===== src/rtl/alu_seq.sv =====
// Handshaked ALU with a one-entry registered result stage and an iterative
// shift-add multiplier; single-cycle ops complete in one clock, MUL in WIDTH.
module alu_seq #(
    parameter int WIDTH = 16
) (
    input  logic             clk,
    input  logic             rst_n,
    input  logic             in_valid,
    output logic             in_ready,
    input  logic [WIDTH-1:0] op_a,
    input  logic [WIDTH-1:0] op_b,
    input  logic [3:0]       alu_func,
    output logic             out_valid,
    input  logic             out_ready,
    output logic [WIDTH-1:0] alu_out,
    output logic [3:0]       flags,
    output logic             illegal
);

    localparam logic [3:0] OP_MOV = 4'b0001;
    localparam logic [3:0] OP_ADD = 4'b0010;
    localparam logic [3:0] OP_SUB = 4'b0100;
    localparam logic [3:0] OP_AND = 4'b0110;
    localparam logic [3:0] OP_OR  = 4'b1000;
    localparam logic [3:0] OP_XOR = 4'b1010;
    localparam logic [3:0] OP_MUL = 4'b1100;

    localparam int CNT_W = $clog2(WIDTH + 1);
    localparam logic [CNT_W-1:0] CNT_LAST = CNT_W'(WIDTH - 1);

    typedef enum logic {S_IDLE, S_BUSY} state_t;

    state_t               state_q, state_d;
    logic                 out_valid_q, out_valid_d;
    logic [WIDTH-1:0]     alu_out_q, alu_out_d;
    logic [3:0]           flags_q, flags_d;
    logic                 illegal_q, illegal_d;
    logic [2*WIDTH-1:0]   mcand_q, mcand_d;
    logic [WIDTH-1:0]     mplier_q, mplier_d;
    logic [2*WIDTH-1:0]   acc_q, acc_d;
    logic [CNT_W-1:0]     cnt_q, cnt_d;

    logic                 accept;
    logic [WIDTH:0]       sum, diff;
    logic [2*WIDTH-1:0]   acc_sum;
    logic [WIDTH-1:0]     res;
    logic                 res_c, res_v, res_ill;

    function automatic logic [1:0] nz_flags(input logic [WIDTH-1:0] r);
        return {r[WIDTH-1], ~|r};
    endfunction

    // Single-cycle result path, evaluated on the presented operands
    always_comb begin
        sum     = {1'b0, op_a} + {1'b0, op_b};
        diff    = {1'b0, op_a} - {1'b0, op_b};
        res     = '0;
        res_c   = 1'b0;
        res_v   = 1'b0;
        res_ill = 1'b0;
        case (alu_func)
            OP_MOV: res = op_b;
            OP_ADD: begin
                res   = sum[WIDTH-1:0];
                res_c = sum[WIDTH];
                res_v = (op_a[WIDTH-1] == op_b[WIDTH-1]) && (sum[WIDTH-1] != op_a[WIDTH-1]);
            end
            OP_SUB: begin
                res   = diff[WIDTH-1:0];
                res_c = diff[WIDTH];
                res_v = (op_a[WIDTH-1] != op_b[WIDTH-1]) && (diff[WIDTH-1] != op_a[WIDTH-1]);
            end
            OP_AND: res = op_a & op_b;
            OP_OR:  res = op_a | op_b;
            OP_XOR: res = op_a ^ op_b;
            default: res_ill = 1'b1;
        endcase
    end

    always_comb begin
        state_d     = state_q;
        out_valid_d = out_valid_q;
        alu_out_d   = alu_out_q;
        flags_d     = flags_q;
        illegal_d   = illegal_q;
        mcand_d     = mcand_q;
        mplier_d    = mplier_q;
        acc_d       = acc_q;
        cnt_d       = cnt_q;

        in_ready = (state_q == S_IDLE) && (!out_valid_q || out_ready);
        accept   = in_valid && in_ready;
        acc_sum  = acc_q + (mplier_q[0] ? mcand_q : '0);

        if (out_valid_q && out_ready) begin
            out_valid_d = 1'b0;
        end

        case (state_q)
            S_IDLE: begin
                if (accept && alu_func == OP_MUL) begin
                    mcand_d  = {{WIDTH{1'b0}}, op_a};
                    mplier_d = op_b;
                    acc_d    = '0;
                    cnt_d    = '0;
                    state_d  = S_BUSY;
                end else if (accept) begin
                    alu_out_d   = res;
                    flags_d     = {nz_flags(res), res_c, res_v};
                    illegal_d   = res_ill;
                    out_valid_d = 1'b1;
                end
            end
            S_BUSY: begin
                acc_d    = acc_sum;
                mcand_d  = mcand_q << 1;
                mplier_d = mplier_q >> 1;
                cnt_d    = cnt_q + CNT_W'(1);
                // The final iteration's sum goes straight to the output stage,
                // which is known to be empty since MUL waited for it.
                if (cnt_q == CNT_LAST) begin
                    alu_out_d   = acc_sum[WIDTH-1:0];
                    flags_d     = {nz_flags(acc_sum[WIDTH-1:0]), |acc_sum[2*WIDTH-1:WIDTH], 1'b0};
                    illegal_d   = 1'b0;
                    out_valid_d = 1'b1;
                    state_d     = S_IDLE;
                end
            end
            default: state_d = S_IDLE;
        endcase
    end

    always_ff @(posedge clk or negedge rst_n) begin
        if (!rst_n) begin
            state_q     <= S_IDLE;
            out_valid_q <= 1'b0;
            alu_out_q   <= '0;
            flags_q     <= 4'b0000;
            illegal_q   <= 1'b0;
            mcand_q     <= '0;
            mplier_q    <= '0;
            acc_q       <= '0;
            cnt_q       <= '0;
        end else begin
            state_q     <= state_d;
            out_valid_q <= out_valid_d;
            alu_out_q   <= alu_out_d;
            flags_q     <= flags_d;
            illegal_q   <= illegal_d;
            mcand_q     <= mcand_d;
            mplier_q    <= mplier_d;
            acc_q       <= acc_d;
            cnt_q       <= cnt_d;
        end
    end

    assign out_valid = out_valid_q;
    assign alu_out   = alu_out_q;
    assign flags     = flags_q;
    assign illegal   = illegal_q;

endmodule


===== config.mk =====
export PLATFORM = sky130hd
export DESIGN_NAME = alu_seq
export DESIGN_NICKNAME = d
export VERILOG_FILES = /design/src/rtl/alu_seq.sv
export SDC_FILE = /design/constraint.sdc
export NUM_CORES = 1
export LEC_CHECK = 0
export ABC_AREA = 1
export CORE_UTILIZATION = 39
export CTS_CLUSTER_DIAMETER = 80
export CTS_CLUSTER_SIZE = 28
export DETAILED_ROUTE_END_ITERATION = 12
export GPL_ROUTABILITY_DRIVEN = 0
export PLACE_DENSITY = 0.65
export SKIP_CTS_REPAIR_TIMING = 1
export SYNTH_ARGS = -nofsm -noshare
export SYNTH_HDL_FRONTEND = slang
export SYNTH_SLANG_ARGS = --single-unit

===== constraint.sdc =====
create_clock -name clk -period 8.1 [get_ports clk]
set_clock_uncertainty 0.05 [all_clocks]
set_input_delay 1.62 -clock clk [delete_from_list [all_inputs] [get_ports clk]]
set_output_delay 1.62 -clock clk [all_outputs]
set_load 0.01 [all_outputs]

* Yosys cells after proc, flatten, opt, wreduce, memory -nomap -nowiden
Index checks and enable logic that the tools add are counted.
** Storage, ports and cells
- Bits of input ports :: 40
- Output and inout bits :: 23
- Flip-flop bits (word level) :: 108
- Word-level logic and storage cells :: 81
** Operators by class
- Multiplexer cells :: 33
- Eq/ne operators :: 16
- Reduce and logical (&&, ||, !) cells :: 15
- Bitwise gates (word level) :: 4
- Add/sub/neg operators :: 4
** Operator list (count)
- 32-bit one-hot mux with 2 select lines :: 2
- 32-bit two-way mux :: 3
- 16-bit one-hot mux with 6 select lines :: 1
- 16-bit two-way mux :: 4
- 16-bit one-hot mux with 2 select lines :: 2
- 16-bit OR reduction :: 3
- 32-bit adder :: 1
- 16-bit by 16-bit adder with 17-bit output :: 1
- 16-bit by 16-bit subtractor with 17-bit output :: 1
- 16-bit AND :: 1
- 16-bit OR :: 1
- 16-bit bitwise XOR :: 1
- 4-bit equality test, second input constant :: 3
- 4-bit two-way mux :: 3
- 1-bit two-way mux :: 10
- 1-bit one-hot mux with 2 select lines :: 5
- 5-bit one-hot mux with 2 select lines :: 1
- 4-bit by 3-bit equality test with 1-bit output, second input constant :: 2
- 4-bit one-hot mux with 2 select lines :: 1
- 1-bit logical AND :: 6
- 6-bit OR reduction :: 1
- 5-bit by 1-bit adder with 5-bit output, second input constant :: 1
- 5-bit by 4-bit equality test with 1-bit output, second input constant :: 1
- 5-bit two-way mux :: 1
- other kinds (10) :: 16

* Logic depth before layout (Yosys ltp)
- Word-level depth :: 7
- Gate-level depth with buffers :: 22
- Gate-level depth less buffers :: 20

* Worst setup path after synthesis
OpenSTA, ideal clock, no wires.
- Path type :: in2out
- From :: in out_ready
- To :: out in_ready
- Required time :: 6.430 ns
- Stages :: 2
- Arrival :: 1.920 ns
- Buffers on the path :: 0
- Setup slack :: 4.510 ns
- Cell sequence :: nor2_1 nor2_1
** On the way
- Cells in the longest elaborated chain, start to end :: 2
** Ends and longest elaborated chain
- start, declared :: RTL line 14 : input logic out_ready,
- 1-bit logical OR :: RTL line 91 : in_ready = (state_q == S_IDLE) && (!out_valid_q || out_ready);
- 1-bit logical AND :: RTL line 91
- end, declared :: RTL line 9 : output logic in_ready,
Every way passes these cells.

* Worst setup path in the final report
Ends and elaborated chain as after synthesis.

==> summary.md <==
| Metric | Value |
|---|---|
| Number of global-route vias before repair | 9,610 |
| Sequential area share after synthesis | a little over a quarter |
| Status | finished, final reports clean |
| First DRT Iteration DRCs | 803 |
| Clock slew at reported path FFs | about 70 ps |
| Post-synth top cells | nand2_1 (510), inv_1 (270), nor2_1 (169) |
| Syn Inst Count | 1,582 |
| Register bit total from synthesis | ~110 |
| Number of synthesized flops with an enable pin | 0 |
| Grt ovf | 0 |
| Slew Viols, Final | 0 |
| Max stage delay on crit path | around 480 ps |
| Post-route ant nets | 0 |
| Max VDD drop | 160 uV |
| Wire per inst | about 16 um |
| # IOs | 63 |
| Slew headroom | a little under a third |
| Num CTS Buffers | 9 |
| # setup viols final | 0 |
| Ranking of synthesized cells by area | dfrtp_1 (27%), nand2_1 (19%), ha_1 (10%) |
| Mapped Area | 10,000 um^2 |
| Crit path cell chain | clkdlybuf4s50_1 > nor2_1 > nor2_1 > clkdlybuf4s50_1 |
| Slowest-stage cell, CP | clkdlybuf4s50_1 |
| Yosys warns | 0 |
| Pwr Density | between 300 and 400 nW/um^2 |
| Most common cell in the netlist | nand2_1 |
| Top cell type by total area after synthesis | dfrtp_1 |
| Clk_lat worst skew | 360 ps |
| Clock root buffer | clkbuf_16 |
| Initial antenna violation count | 0 |
| Worst hold stages | 1 |
| CTS Sinks | between 100 and 150 |
| Hold slack | about 430 ps |
| Distinct cell type count after synthesis | 50 |
| Multi-input gate area | slightly above 6000 um^2 |
| Worst setup SP type | primary input |
| Share of layout cells above drive strength 1 | roughly 3.7% |
| Largest net degree at the start of global routing | 70 |
| Total negative slack | 0 ps |
| Final core occ | approximately 44% |
| Gr usage total | about a quarter |
| Top cell type's share of synthesized area | approximately a quarter |
| Router iterations before antenna repair | 5 |
| Die Area | around 26,000 um^2 |
| Pleak | a little over 6 nW |
| Diode count | 0 |
| Max cap viols | 0 |
| RSZ-0062 raised after global routing | no |
| CP Class | in2out |
| Async SR Flop Fraction | 100% |
| Final Hold Viols | 0 |
| Final worst-path cycle share | roughly 55% |
| Initial Utilization | approximately 40% |
| First-pass GRT wire length | around 50,000 um |
| Main synth FF type | dfrtp_1 |
| Longest Clk Path Bufs | 2 |
| DR vias | 10,100 |
| Area of the core | between 20,000 and 30,000 um^2 |
| CTS tree | done |
| Path depth of the worst reg2reg path | 17 |
| FMAX | around 220 MHz |
| CP Capture Type | output pin |
| Mapped Nets | 1,709 |
| DP HPWL | ~24,000 um |
| Worst-path maximum fanout | 4 |
| Via/cell ratio | between 5 and 6 |
| Layout net count | roughly 1,700 |
| Layout area overhead | 11.1% |
| Die X-Extent | 162 um |
| Register area | 2680 um^2 |
| DIE HEIGHT | between 150 and 200 um |
| Rows | 58 |
| # DRC | 0 |
| Mean Syn Cell Area | 6.33 um^2 |
| # H-tree levels | 3 |
| Worst Path Arrival | 2800 ps |
| Hold WC Path Type | reg2reg |
| Worst slew pin tran | ~1000 ps |
| Fillers | 2,639 |
| Post-Route WL | slightly above 30,000 um |
| IO buf count | a little over 60 |
| CP Data Required Time | 6430 ps |
| Minimum clock period | roughly 4500 ps |
[registers in the layout, summed over array words and instances, names as in the netlist]
name	flops
out_valid	1
flags	3
mplier_q	16
alu_out	16
mcand_q	32
state_q	1
illegal	1
cnt_q	5
acc_q	32
[cells by family (layout without fill, tap and decap cells)]
family	Yosys count	in the layout	synth area share [%]
adders and majority gates	87	87	11.1
xor gates and xnor gates	18	18	1.57
buffers and inverters	320	359	12.8
DFF	107	107	26.7
AOI/OAI and AO/OA	201	201	12.3
and+or+nand+nor	849	849	35.5
[layer usage]
metal,track usage (%),up-vias,wire length [um]
li1,-,5033,-
met1,32.4,4712,14000
met2,37.5,322,13400
met3,3.24,57,1940
met4,8.32,0,884
met5,0,-,0
[cell type report]
class | count | area share [%]
well taps | 330 | 3.71
multi-input cells | 1155 | 54.4
repair buffers | 67 | 5.89
clock inverters | 3 | 0.202
flip-flops and latches | 107 | 24.1
inverters | 277 | 9.38
clock buffers | 12 | 2.31
[critical path: cells and delay by family]
kind                   cells  cell delay, ps
and+or+nand+nor            2             300
buffers and inverters      2             880
[final timing paths]
| check | from | endpoint | slack, ps |
|---|---|---|---|
| hold / removal | cnt_q[3] | cnt_q[3] | 430 |
| max in group asynchronous | rst_n | alu_out[2] | 5570 |
| min in group asynchronous | rst_n | acc_q[31] | 1220 |
| setup / recovery | out_ready | in_ready | 3630 |
| hold reg to reg | cnt_q[3] | cnt_q[3] | 430 |
| setup reg to reg | mplier_q[0] | flags[1] | 4620 |
[power breakdown]
| part | internal, mW | switching [mW] |
|---|---|---|
| Clock | 0.225 | 0.202 |
| Combinational | 0.787 | 1.39 |
| Sequential | 0.745 | 0.155 |
| Total | 1.76 | 1.74 |
[metrics by stage]
| step | total power, mW | cells | cell area, um^2 | worst slack (ps) |
|---|---|---|---|---|
| after global placement | 3.03 | 1936 | 10800 | 3570 |
| after global routing | 3.83 | 1951 | 11100 | 3570 |
| after CTS | 3.50 | 1951 | 11100 | 3620 |
| final | 3.50 | 1951 | 11100 | 3630 |
| after detailed placement | 3.05 | 1936 | 10800 | 3480 |
| after floorplan | 2.42 | 1582 | 10000 | 4510 |
[cells in the final DEF, fill, tap and decap left out, types with 8 or more instances in the layout]
master           count
nand3b_1            10
nand2_2             10
nor2_1             169
nand2_1            510
ha_1                84
clkbuf_16            9
inv_1              269
nand3_1            104
nand4_1             10
clkdlybuf4s50_1     61
o21ai_0             35
o21bai_1             9
dfrtp_1            107
xor2_1               8
xnor2_1             10
o211ai_1             8
o22ai_1             55
o21a_1              10
a21oi_1             57
a22o_1               9
Power figures use the tool's default switching activity.
